### src/rtl/alu_multiciclo.sv
`timescale 1ns/1ps
`default_nettype none
// ============================================================================
// Module   : alu_multiciclo
// Brief    : EX-stage ALU with registered outputs, start/pronto handshake and
//            iterative unsigned MULTU/DIVU writing HI/LO.
// Revision : 1.0
// ============================================================================
module alu_multiciclo #(
  parameter int WIDTH = 32
) (
  input  logic             clock,
  input  logic             reset,
  input  logic             start,
  input  logic [3:0]       operacao,
  input  logic [WIDTH-1:0] data1,
  input  logic [WIDTH-1:0] data2,
  output logic [WIDTH-1:0] alu_resultado,
  output logic             zero,
  output logic             overflow,
  output logic             busy,
  output logic             pronto,
  output logic             div_zero,
  output logic [WIDTH-1:0] hi,
  output logic [WIDTH-1:0] lo
);

  localparam int CW = $clog2(WIDTH) + 1;
  localparam logic [CW-1:0] C_ITER = CW'(WIDTH);

  localparam logic [3:0] C_OP_AND   = 4'b0000;
  localparam logic [3:0] C_OP_OR    = 4'b0001;
  localparam logic [3:0] C_OP_ADD   = 4'b0010;
  localparam logic [3:0] C_OP_XOR   = 4'b0011;
  localparam logic [3:0] C_OP_SUB   = 4'b0110;
  localparam logic [3:0] C_OP_SLT   = 4'b0111;
  localparam logic [3:0] C_OP_MULTU = 4'b1000;
  localparam logic [3:0] C_OP_DIVU  = 4'b1001;
  localparam logic [3:0] C_OP_NOR   = 4'b1100;

  typedef enum logic [1:0] {
    OCIOSO = 2'd0,
    MUL    = 2'd1,
    DIV    = 2'd2
  } state_t;

  state_t           r_state;
  logic [CW-1:0]    r_cnt;
  logic [WIDTH-1:0] r_sh_hi;
  logic [WIDTH-1:0] r_sh_lo;
  logic [WIDTH-1:0] r_op_b;

  logic [WIDTH-1:0] w_sum;
  logic [WIDTH-1:0] w_diff;
  logic [WIDTH-1:0] w_res;
  logic             w_ovf;
  logic [CW-1:0]    w_cnt_next;
  logic             w_last;
  logic [WIDTH:0]   w_mul_sum;
  logic [WIDTH-1:0] w_mul_hi;
  logic [WIDTH-1:0] w_mul_lo;
  logic [WIDTH:0]   w_div_rem_sh;
  logic [WIDTH:0]   w_div_trial;
  logic [WIDTH-1:0] w_div_rem;
  logic [WIDTH-1:0] w_div_quo;

  always_comb begin
    w_sum  = data1 + data2;
    w_diff = data1 - data2;
    w_res  = '0;
    w_ovf  = 1'b0;
    case (operacao)
      C_OP_AND: w_res = data1 & data2;
      C_OP_OR:  w_res = data1 | data2;
      C_OP_XOR: w_res = data1 ^ data2;
      C_OP_NOR: w_res = ~(data1 | data2);
      C_OP_ADD: begin
        w_res = w_sum;
        w_ovf = (data1[WIDTH-1] == data2[WIDTH-1]) && (w_sum[WIDTH-1] != data1[WIDTH-1]);
      end
      C_OP_SUB: begin
        w_res = w_diff;
        w_ovf = (data1[WIDTH-1] != data2[WIDTH-1]) && (w_diff[WIDTH-1] != data1[WIDTH-1]);
      end
      C_OP_SLT: w_res = {{(WIDTH-1){1'b0}}, ($signed(data1) < $signed(data2))};
      default:  w_res = '0;
    endcase
  end

  assign w_cnt_next = r_cnt + CW'(1);
  assign w_last     = (w_cnt_next == C_ITER);

  // Shift-add: sh_hi accumulates, sh_lo holds the unconsumed multiplier bits.
  assign w_mul_sum = {1'b0, r_sh_hi} + (r_sh_lo[0] ? {1'b0, r_op_b} : {(WIDTH+1){1'b0}});
  assign w_mul_hi  = w_mul_sum[WIDTH:1];
  assign w_mul_lo  = {w_mul_sum[0], r_sh_lo[WIDTH-1:1]};

  // Restoring division: sh_hi is the partial remainder, sh_lo shifts dividend out / quotient in.
  assign w_div_rem_sh = {r_sh_hi, r_sh_lo[WIDTH-1]};
  assign w_div_trial  = w_div_rem_sh - {1'b0, r_op_b};
  assign w_div_rem    = w_div_trial[WIDTH] ? w_div_rem_sh[WIDTH-1:0] : w_div_trial[WIDTH-1:0];
  assign w_div_quo    = {r_sh_lo[WIDTH-2:0], ~w_div_trial[WIDTH]};

  always_ff @(posedge clock or posedge reset) begin
    if (reset) begin
      r_state       <= OCIOSO;
      r_cnt         <= '0;
      r_sh_hi       <= '0;
      r_sh_lo       <= '0;
      r_op_b        <= '0;
      alu_resultado <= '0;
      zero          <= 1'b1;
      overflow      <= 1'b0;
      busy          <= 1'b0;
      pronto        <= 1'b0;
      div_zero      <= 1'b0;
      hi            <= '0;
      lo            <= '0;
    end else begin
      pronto <= 1'b0;
      case (r_state)
        OCIOSO: begin
          if (start) begin
            div_zero <= 1'b0;
            r_cnt    <= '0;
            r_sh_hi  <= '0;
            r_sh_lo  <= data1;
            r_op_b   <= data2;
            case (operacao)
              C_OP_MULTU: begin
                r_state <= MUL;
                busy    <= 1'b1;
              end
              C_OP_DIVU: begin
                if (data2 == '0) begin
                  lo            <= {WIDTH{1'b1}};
                  hi            <= data1;
                  alu_resultado <= {WIDTH{1'b1}};
                  zero          <= 1'b0;
                  overflow      <= 1'b0;
                  div_zero      <= 1'b1;
                  pronto        <= 1'b1;
                end else begin
                  r_state <= DIV;
                  busy    <= 1'b1;
                end
              end
              default: begin
                alu_resultado <= w_res;
                zero          <= (w_res == '0);
                overflow      <= w_ovf;
                pronto        <= 1'b1;
              end
            endcase
          end
        end
        MUL: begin
          r_sh_hi <= w_mul_hi;
          r_sh_lo <= w_mul_lo;
          r_cnt   <= w_cnt_next;
          if (w_last) begin
            hi            <= w_mul_hi;
            lo            <= w_mul_lo;
            alu_resultado <= w_mul_lo;
            zero          <= (w_mul_lo == '0);
            overflow      <= 1'b0;
            busy          <= 1'b0;
            pronto        <= 1'b1;
            r_state       <= OCIOSO;
          end
        end
        DIV: begin
          r_sh_hi <= w_div_rem;
          r_sh_lo <= w_div_quo;
          r_cnt   <= w_cnt_next;
          if (w_last) begin
            hi            <= w_div_rem;
            lo            <= w_div_quo;
            alu_resultado <= w_div_quo;
            zero          <= (w_div_quo == '0);
            overflow      <= 1'b0;
            busy          <= 1'b0;
            pronto        <= 1'b1;
            r_state       <= OCIOSO;
          end
        end
        default: begin
          r_state <= OCIOSO;
          busy    <= 1'b0;
        end
      endcase
    end
  end

endmodule
`default_nettype wire
### config.mk
export PLATFORM = sky130hd
export DESIGN_NAME = alu_multiciclo
export DESIGN_NICKNAME = d
export VERILOG_FILES = /design/src/rtl/alu_multiciclo.sv
export SDC_FILE = /design/constraint.sdc
export NUM_CORES = 1
export LEC_CHECK = 0
export CORE_MARGIN = 3
export CORE_UTILIZATION = 37
export CTS_CLUSTER_DIAMETER = 120
export CTS_CLUSTER_SIZE = 14
export DETAILED_ROUTE_END_ITERATION = 16
export SYNTH_ARGS = -nofsm -noshare
export SYNTH_HDL_FRONTEND = slang
export SYNTH_SLANG_ARGS = --single-unit
export TNS_END_PERCENT = 100
### constraint.sdc
create_clock -name clock -period 7.7 [get_ports clock]
set_clock_uncertainty 0.15 [all_clocks]
set_input_delay 0.77 -clock clock [delete_from_list [all_inputs] [get_ports clock]]
set_output_delay 0.77 -clock clock [all_outputs]
set_load 0.01 [all_outputs]
# Word-level counts from Yosys, hierarchy flattened
# Index checks and enable logic that the tools add are counted.
# word_totals
inputBits	71
wordCells	117
ff_bits	205
# op_classes
magnitude_cmp	1
n_addsub	5
n_reduce_logical	18
bitwise_logic	5
muxes	50
eq_ne	25
# ops
op	n
$mux 32	15
$pmux 32 s3	5
$pmux 32 s7	1
$logic_not 32->1	4
$pmux 32 s2	1
$add 32x32->33	1
$sub 33x32->33	1
$add 32x32->32	1
$and 32x32->32	1
$lt 32x32->1	1
$not 32->32	1
$or 32x32->32	1
$sub 32x32->32	1
$xor 32x32->32	1
$pmux 1 s2	8
$eq 4x4->1 const B	3
$mux 1	12
$pmux 6 s2	1
$reduce_and 6->1	2
$ne 2x2->1 const B	5
$eq 4x2->1 const B	2
$eq 4x3->1 const B	2
$pmux 2 s2	2
$add 6x1->6 const B	1
other kinds (22)	31

# Longest topological paths before layout
# Gate-level depths: netlist of the first run.
# logic_depth
depth_word	7
ltp_mapped	16

# Worst setup path after synthesis of the first run
# Ideal clock, no wire load.
# synth_path
path_type	input-to-reg
from	in data1[0]
to	reg zero
stages	14
t_required_ps	7478
setup_slack_ps	3796
n_path_buf	0
t_arrival_ps	3682
path_cell_list	inv_1 -> ha_1 -> fa_1 -> or2_1 -> a221oi_1 -> o41ai_1 -> o21a_1 -> a211o_1 -> a2111o_1 -> a211oi_1 -> nand4_1 -> nor4_1 -> nand4_1 -> o21ai_1
# synth_between
elab_chain_cells	7
elab_cells_between_ends	12
classes_between	add/sub: 2; order compare: 1; mux: 4; bitwise: 4; reduce/logical: 1
# synth_rtl
element	line_no	text
start, declared	16	input logic [WIDTH-1:0] data1,
branches (longest 2 deep; another with $sub 32x32->32)	-	
$pmux 32 s7 *	72	case (operacao)
$logic_not 32->1 *	150	zero <= (w_res == '0);
$pmux 1 s2 *	129	case (operacao)
$mux 1 *	123	if (start) begin
$pmux 1 s3 *	121	case (r_state)
end signal, assigned	150	
end signal, assigned	165	zero <= (w_mul_lo == '0);
end signal, assigned	180	zero <= (w_div_quo == '0);
end, declared	19	output logic zero,
# Mark *: on every way between the ends. The select of a mux whose other input is x is not followed.
# A chain may end at the register's enable or synchronous reset.

# Final worst setup path of the first run
# layout_path
from	in data2[1]
to	reg zero
# layout_between
elab_chain_cells	7
elab_cells_between_ends	15
classes_between	add/sub: 2; order compare: 1; eq/ne: 1; mux: 4; bitwise: 4; reduce/logical: 3
# layout_rtl
element	line_no	text
start, declared	17	input logic [WIDTH-1:0] data2,
branches (longest 7 deep; another with $sub 32x32->32)	-	
# Parallel ways; which one is timed is not known. The select of a mux whose other input is x is not followed.

==> out/results.tsv, run 1 <==
metric	value	unit
critPathBufInv	2	
seq_area	5130	sq um
drive_gt1_frac	0.0429	
cts.sinks	205	
yosys-top-cells-count	nor2_1, nand2_1, dfrtp_1	
slowest_delay	710	ps
gp_congestion	1.00	
cts.clk_slew.worst_paths	70	ps
crit_cells	14	
fmaxAchievable	187	MHz
pwr-share-seq	0.277	
multi_input_area	12000	sq um
power_density	322	nW/um^2
combinationalPowerShare	0.588	
hold_slack	331	ps
syn_to_final_growth	15.3	%
p_leak	9.09	nW
instances_no_fill	3080	
drtIter0Drc	2149	
grt_pass1_vias	18326	
critical_path_arrival	5660	ps
worst_setup_path_end_kind	flip-flop	
p_sw_frac	0.492	
ys_types	93	
root_buffer	clkbuf_16	
place_area	20500	sq um
cp.required	8010	ps
drc	0	
drt-wirelength-per-cell	24.9	um
maxCapViolCount	0	
report.final.slew_viol_count	0	
ys_seq_area_frac	0.281	
fp-row-count	80	
cts_hold_buf	0	
yosysMostFrequentCell	nor2_1	
slowest_stage	a2111oi_0	
nFillCells	4978	
dr.pass1.iters	8	
core	48200	sq um
die-area	52000	sq um
hold_viol	0	
chipWidth	228	um
fp.dieH	228	um
synth_edf_count	0	
dp_hpwl	58600	um
irDropWorstVdd	0.000236	V
fin_crit_sh	0.694	
r2r_setup_slack	2870	ps
fin_crit	5340	ps
fin_util	0.436	
min_to	alu_resultado[28]$_DFFE_PP0P_	
diodes	0	
grt_pass1_wl	115000	um
yosysTopAreaCellShare	0.280	
ys_top_cells_by_area	dfrtp_1, ha_1, nor2_1	
r2r_start	r_sh_lo[31]$_DFFE_PP0P_	
vias	19085	
io_buffers	171	
synth_area	18200	sq um
syn_inst	2336	
cp_top_family	compound AO/OA/AOI/OAI gates	
ys_warn_count	0	
via_per_inst	6.20	
worstHoldStart	alu_resultado[28]$_DFFE_PP0P_	
finalSetupTns	0	ps
start_util	0.378	
nNetsFinal	2659	
p_clk_frac	0.135	
crit_top_cell	nand4_1	
grt_max_degree	139	
crit_chain	clkdlybuf4s50_1, inv_1, ha_1, a211oi_1, nor3_1, a211oi_1, o2111ai_1, a2111oi_0, nand4_1, nor4b_1, nand4_1, nor4_1, nand4_1, o21ai_1	
cts_buffer_depth	3	
h-tree-depth	1	
synth_seq_cells	205	
cts_tree	built	
io_pins	172	
hp-class	flip-flop to flip-flop	
crit_type	primary input to flip-flop	
reg2reg_depth	15	
dp.cells	3054	
syn_nets	2576	
clk_latency	540	ps
slew_headroom	0.0434	
status	complete, no violations	
start_kind	primary input	
grt_antenna_before_repair	0	
switching_power	0.00333	W
ctsResizeCount	0	
cts_setup_buffers	0	
r2r_end	hi[1]$_DFFE_PP0P_	
grt_use_total	0.284	
setup_viol	0	
power.internal	0.00344	W
overflow	0	
ant_nets	0	
hold_depth	1	
rsz0062_at_grt	false	
tightest_slew	1430	ps
yosysTopAreaCell	dfrtp_1	
fin_area	21000	sq um
ys.flop_type	dfrtp_1	
crit_fanout	5	
totalWireLength	76800	um
postSynthAreaPerCell	7.81	sq um
cts_inserted_buffers	19	
ys_async_sr_fraction	1.00	
worst max-delay path by stage:
stage | slack (ps) | start | endpoint
floorplan | 1190 | reset | alu_resultado[0]$_DFFE_PP0P_
global placement | 2010 | data1[0] | zero$_DFFE_PP1P_
detailed placement | 2050 | data1[0] | zero$_DFFE_PP1P_
CTS | 2600 | data2[1] | zero$_DFFE_PP1P_
global route | 2250 | data2[1] | zero$_DFFE_PP1P_
finish | 2360 | data2[1] | zero$_DFFE_PP1P_
routing by layer:
metal / vias up / track usage / share of wire
li1: 8717 / - / -
met4: 0 / 0.0951 / 0.041
met3: 157 / 0.0568 / 0.095
met2: 970 / 0.428 / 0.42
met1: 9241 / 0.405 / 0.44
met5: - / 0 / 0
kinds of logic (layout without fill, tap and decap cells):
family | count (synthesis) | count (layout) | synth area share
AOI/OAI and AO/OA | 831 | 831 | 0.308
xor gates and xnor gates | 60 | 60 | 0.0288
adders and majority gates | 169 | 169 | 0.118
buffers and inverters | 293 | 381 | 0.0623
DFF | 205 | 205 | 0.281
muxes | 21 | 21 | 0.0126
and+or+nand+nor | 757 | 757 | 0.189
flip-flops by register name, indices dropped and copies added, names as in the netlist:
name	count
r_sh_hi	32
zero	1
hi	32
overflow	1
r_op_b	32
pronto	1
alu_resultado	32
r_state	2
r_sh_lo	32
lo	32
r_cnt	6
busy	1
div_zero	1
per-stage QoR:
| step | setup slack, ps | power (W) |
|---|---|---|
| after floorplan | 1190 | 0.00416 |
| after global placement | 2010 | 0.00579 |
| after detailed placement | 2050 | 0.00581 |
| after CTS | 2600 | 0.00675 |
| after global routing | 2250 | 0.00721 |
| final | 2360 | 0.00678 |
layout by cell type, fill, tap and decap left out, drive strengths merged, types with 37 or more instances in the layout:
master | synthesis | final
a21o | 57 | 57
xnor2 | 37 | 37
clkdlybuf4s50 | 0 | 171
a221oi | 63 | 63
a211oi | 54 | 54
nor3 | 40 | 40
ha | 165 | 165
dfrtp | 204 | 204
nor2 | 264 | 264
o31ai | 51 | 51
a21oi | 171 | 171
inv | 154 | 156
nand2 | 242 | 242
o21ai | 187 | 187
nand3 | 45 | 45
layout make-up:
cell class                 instances  share of cell area
clock buffer                      23              0.0233
clock inverter                     3             0.00161
inverter                         154              0.0278
multi-input combinational       1838               0.572
sequential                       205               0.244
tap                              656              0.0390
timing repair buffer             201              0.0921
power by group through the flow:
stage	sequential, W	combinational, W	clock, W
after floorplan	0.00188	0.00228	0
after global placement	0.00187	0.00391	0
after detailed placement	0.00189	0.00392	0
after CTS	0.00187	0.00394	0.000937
after global routing	0.00193	0.00432	0.000970
final	0.00188	0.00399	0.000912
Power figures use the tool's default switching activity.
==> run 2, diff against run 1 <==
- clock period: 7.7 -> 5.5 ns (I/O delays scaled with it)
==> run 2 against run 1 <==
Against the previous run: non-clock buffer count up 29; first-iteration DRC count grew 8.9%; sequential power increased by 40%; flip-flop and latch count did not move; final cell count increased by 1.0%; wire length down 0.44%; critical path type unchanged.
==> out/results.tsv, run 2 (synthesis gave the netlist of run 1 again) <==
metric	value	unit
status	complete, no violations	
setup_viol	0	
start_kind	primary input	
nNetsFinal	2689	
worst_setup_path_end_kind	flip-flop	
gp_congestion	1.02	
fin_crit_sh	0.893	
critPathBufInv	3	
fp-row-count	80	
clk_latency	550	ps
die-area	52000	sq um
cts.clk_slew.worst_paths	70	ps
drive_gt1_frac	0.0550	
via_per_inst	6.16	
drtIter0Drc	2341	
h-tree-depth	1	
grt_pass1_wl	115000	um
hp-class	primary input to async pin	
fp.dieH	228	um
rsz0062_at_grt	false	
critical_path_arrival	5240	ps
io_pins	172	
grt_pass1_vias	18321	
cts_inserted_buffers	20	
totalWireLength	76500	um
grt_antenna_before_repair	6	
hold_viol	0	
power_density	448	nW/um^2
ant_nets	0	
slew_headroom	0.172	
start_util	0.378	
vias	19178	
tightest_slew	1240	ps
core	48200	sq um
fin_util	0.443	
fmaxAchievable	204	MHz
finalSetupTns	0	ps
dr.pass1.iters	8	
cp.required	5820	ps
grt_use_total	0.281	
report.final.slew_viol_count	0	
final_common_cell	nor2_1	
p_leak	9.27	nW
crit_fanout	5	
syn_to_final_growth	17.1	%
crit_top_cell	nand4_1	
chipWidth	228	um
crit_type	primary input to flip-flop	
dp_hpwl	59100	um
grt_max_degree	126	
finalPower	0.00956	W
irDropWorstVdd	0.000241	V
cts_buffer_depth	3	
cts_tree	built	
cts.sinks	205	
fin_crit	4910	ps
layout_common_cells	nor2_1, nand2_1, dfrtp_1	
cts_setup_buffers	0	
overflow	0	
cp_top_family	compound AO/OA/AOI/OAI gates	
drc	0	
cts_hold_buf	0	
drt-wirelength-per-cell	24.6	um
io_buffers	171	
ctsResizeCount	0	
root_buffer	clkbuf_16	
diodes	0	
slowest_delay	650	ps
maxCapViolCount	0	
slowest_stage	a211oi_1	
crit_chain	clkdlybuf4s50_1, inv_1, ha_1, a211oi_1, o211ai_1, a41oi_1, nor2_1, a2111oi_0, a31oi_1, nor4b_1, buf_4, nand4_1, nor4_1, nand4_1, o21ai_1	
run 2: cell count changes in the layout (fill, tap and decap cells not counted), sizes merged:
| cell | before | now |
|---|---|---|
| buf | 30 | 59 |
| clkbuf | 23 | 25 |
| clkinv | 1 | 2 |
| clkinvlp | 0 | 1 |
| inv | 156 | 155 |
run 2: worst reg2reg max path, delay by kind of cell, from the launching register on:
kind,cells,cell delay [ps]
flops,1,440
fa+ha+maj,2,620
simple gates,1,480
buf+inv,3,480
compound gates,10,2350
run 2: report_power, final:
part | total (W) | switching [W] | internal, W
registers | 0.00263 | 0.000507 | 0.00213
clock network | 0.00135 | 0.000665 | 0.000688
logic | 0.00558 | 0.00348 | 0.00210
total | 0.00956 | 0.00465 | 0.00491
run 2: area by class of cell:
cell class,count,area [sq um]
Sequential cell,205,5130
Clock inverter,4,52.6
Multi-Input combinational cell,1838,12000
Fill cell,4921,26900
Tap cell,656,821
Inverter,154,582
Timing Repair Buffer,230,2200
Clock buffer,25,529
run 2: path summary, 6_finish.rpt:
check / to / slack (ps) / startpoint / cells past startpoint
setup / recovery: zero$_DFFE_PP1P_ / 590 / data2[1] / 15
hold / removal: hi[26]$_DFFE_PP0P_ / 80 / reset / 2
setup reg to reg: zero$_DFFE_PP1P_ / 900 / r_sh_lo[31]$_DFFE_PP0P_ / 16
hold reg to reg: alu_resultado[23]$_DFFE_PP0P_ / 330 / alu_resultado[23]$_DFFE_PP0P_ / 1
max in group asynchronous: alu_resultado[15]$_DFFE_PP0P_ / 4010 / reset / 3
min in group clock: alu_resultado[23]$_DFFE_PP0P_ / 330 / alu_resultado[23]$_DFFE_PP0P_ / 1
run 2: metal layers:
metal | track usage | part of all wire | vias to the layer above
met2 | 0.431 | 0.44 | 918
met4 | 0.0876 | 0.035 | 6
met5 | 0 | 0.00048 | -
li1 | - | - | 8769
met3 | 0.0642 | 0.094 | 154
met1 | 0.393 | 0.43 | 9331
run 2: per-stage QoR:
stage,setup WS [ps],instance area (sq um),hold slack [ps],instances
final,588,21400,82.4,3112
after global placement,322,20800,314,3083
after detailed placement,292,20800,319,3083
after global routing,395,21400,97.6,3112
after floorplan,1820,18200,300,2336
after CTS,831,21400,84.3,3112
==> RTL change, RTL diff (flow settings as in run 1) <==
Set the parameter `WIDTH` to 16 (it was 32).
--- a/src/rtl/alu_multiciclo.sv
+++ b/src/rtl/alu_multiciclo.sv
@@ -9,3 +9,3 @@
 module alu_multiciclo #(
-  parameter int WIDTH = 32
+  parameter int WIDTH = 16
 ) (
Interface: changed (5 resized); port bits go from 172 to 92. The function was not compared with the original's and may differ.
==> RTL change against run 1 <==
  * Critical path type unchanged
  * Routed wire length shrank 56%
  * Via count shrank 52%
  * Worst hold slack lost 0.0017 ns
  * Core utilization grew 0.16 points
  * Total power shrank 44%
  * Critical path depth shrank 2
  * Area after synthesis shrank 48%
  * Largest cell class unchanged
  * Worst setup slack gained 1.0 ns
  * Non-clock buffer count shrank 99
  * Cell area shrank 49%
  * Sequential cell count shrank 97
==> RTL change: results (changes against run 1) <==
Parameter                              Value

Finish
  Sequential portion of the cell area ... 0.250 (+0.00575)
  Nonclk buf count ... 102 (-49%)
  Area taken by multi-input logic gates ... 6110 um2 (-49%)
  Final Core Density ... 0.438 (+0.00159)

Route
  Routed metal-1 wire length ... 15600 um (-54%)
  Via count ... 9074 (-52%)
  Highest layer used for signal routing ... met5

Pwr
  Reported leakage power ... 0.00473 uW (-48%)
  Combinational power share ... 0.591 (+0.003)

Placed design
  Placed cell area ... 10500 um2 (-49%)
  HPWL after detailed placement ... 26200 um (-55%)
  RD Place Congestion ... 1.08 (+7.5%)

Synth
  Cell types occupying the most area after synthesis ... sky130_fd_sc_hd__dfrtp_1, sky130_fd_sc_hd__ha_1, sky130_fd_sc_hd__nand2_1
  Fraction of synthesized cell area in xor and xnor cells ... 0.0287 (-0.000112)
  Compound-gate portion of the synthesized area ... 0.281 (-0.0266)
  Sequential area share after synthesis ... 0.286 (+0.00448)
  Multiplexer share of the synthesized area ... 0.0194 (+0.00682)
  Number of flip-flops and latches in the synthesized netlist ... 108 (-47%)

Global routing
  Vias in the first global route ... 8742 (-52%)
  Largest net degree at the start of global routing ... 67 (-52%)
  GR Util All Layers ... 0.240 (-0.0436)
  Number of antenna violations at the first check in global routing ... 1 (+1)

Clock network
  Source-to-sink clock delay at the later pin of the worst-skew pair ... 0.36 ns (-0.18 ns)

Status
  Outcome ... completed

Die
  Count of standard-cell rows ... 57 (-29%)

Setup path
  Arrival time of data at the critical path endpoint ... 4.45 ns (-1.21 ns)
RTL change: final timing paths:
| path | from | end | slack (ns) |
|---|---|---|---|
| worst max register to register | r_sh_lo[15] | alu_resultado[0] | 3.53 |
| max in group asynchronous | reset | r_sh_lo[7] | 5.48 |
| worst min register to register | alu_resultado[10] | alu_resultado[10] | 0.33 |
| worst max-delay path | data1[8] | zero | 3.37 |
| worst min-delay path | alu_resultado[10] | alu_resultado[10] | 0.33 |
| min in group asynchronous | reset | r_sh_hi[5] | 0.79 |
RTL change: metrics by stage:
stage / total power (uW) / std cells
finish: 3810 / 1542
global route: 4110 / 1541
CTS: 3810 / 1541
detailed placement: 3310 / 1525
global placement: 3290 / 1525
floorplan: 2460 / 1162
RTL change: layer usage:
| metal | track usage | vias to the layer above |
|---|---|---|
| met2 | 0.390 | 329 |
| met4 | 0.0571 | 2 |
| met1 | 0.339 | 4346 |
| li1 | - | 4351 |
| met5 | 0 | - |
| met3 | 0.0355 | 46 |
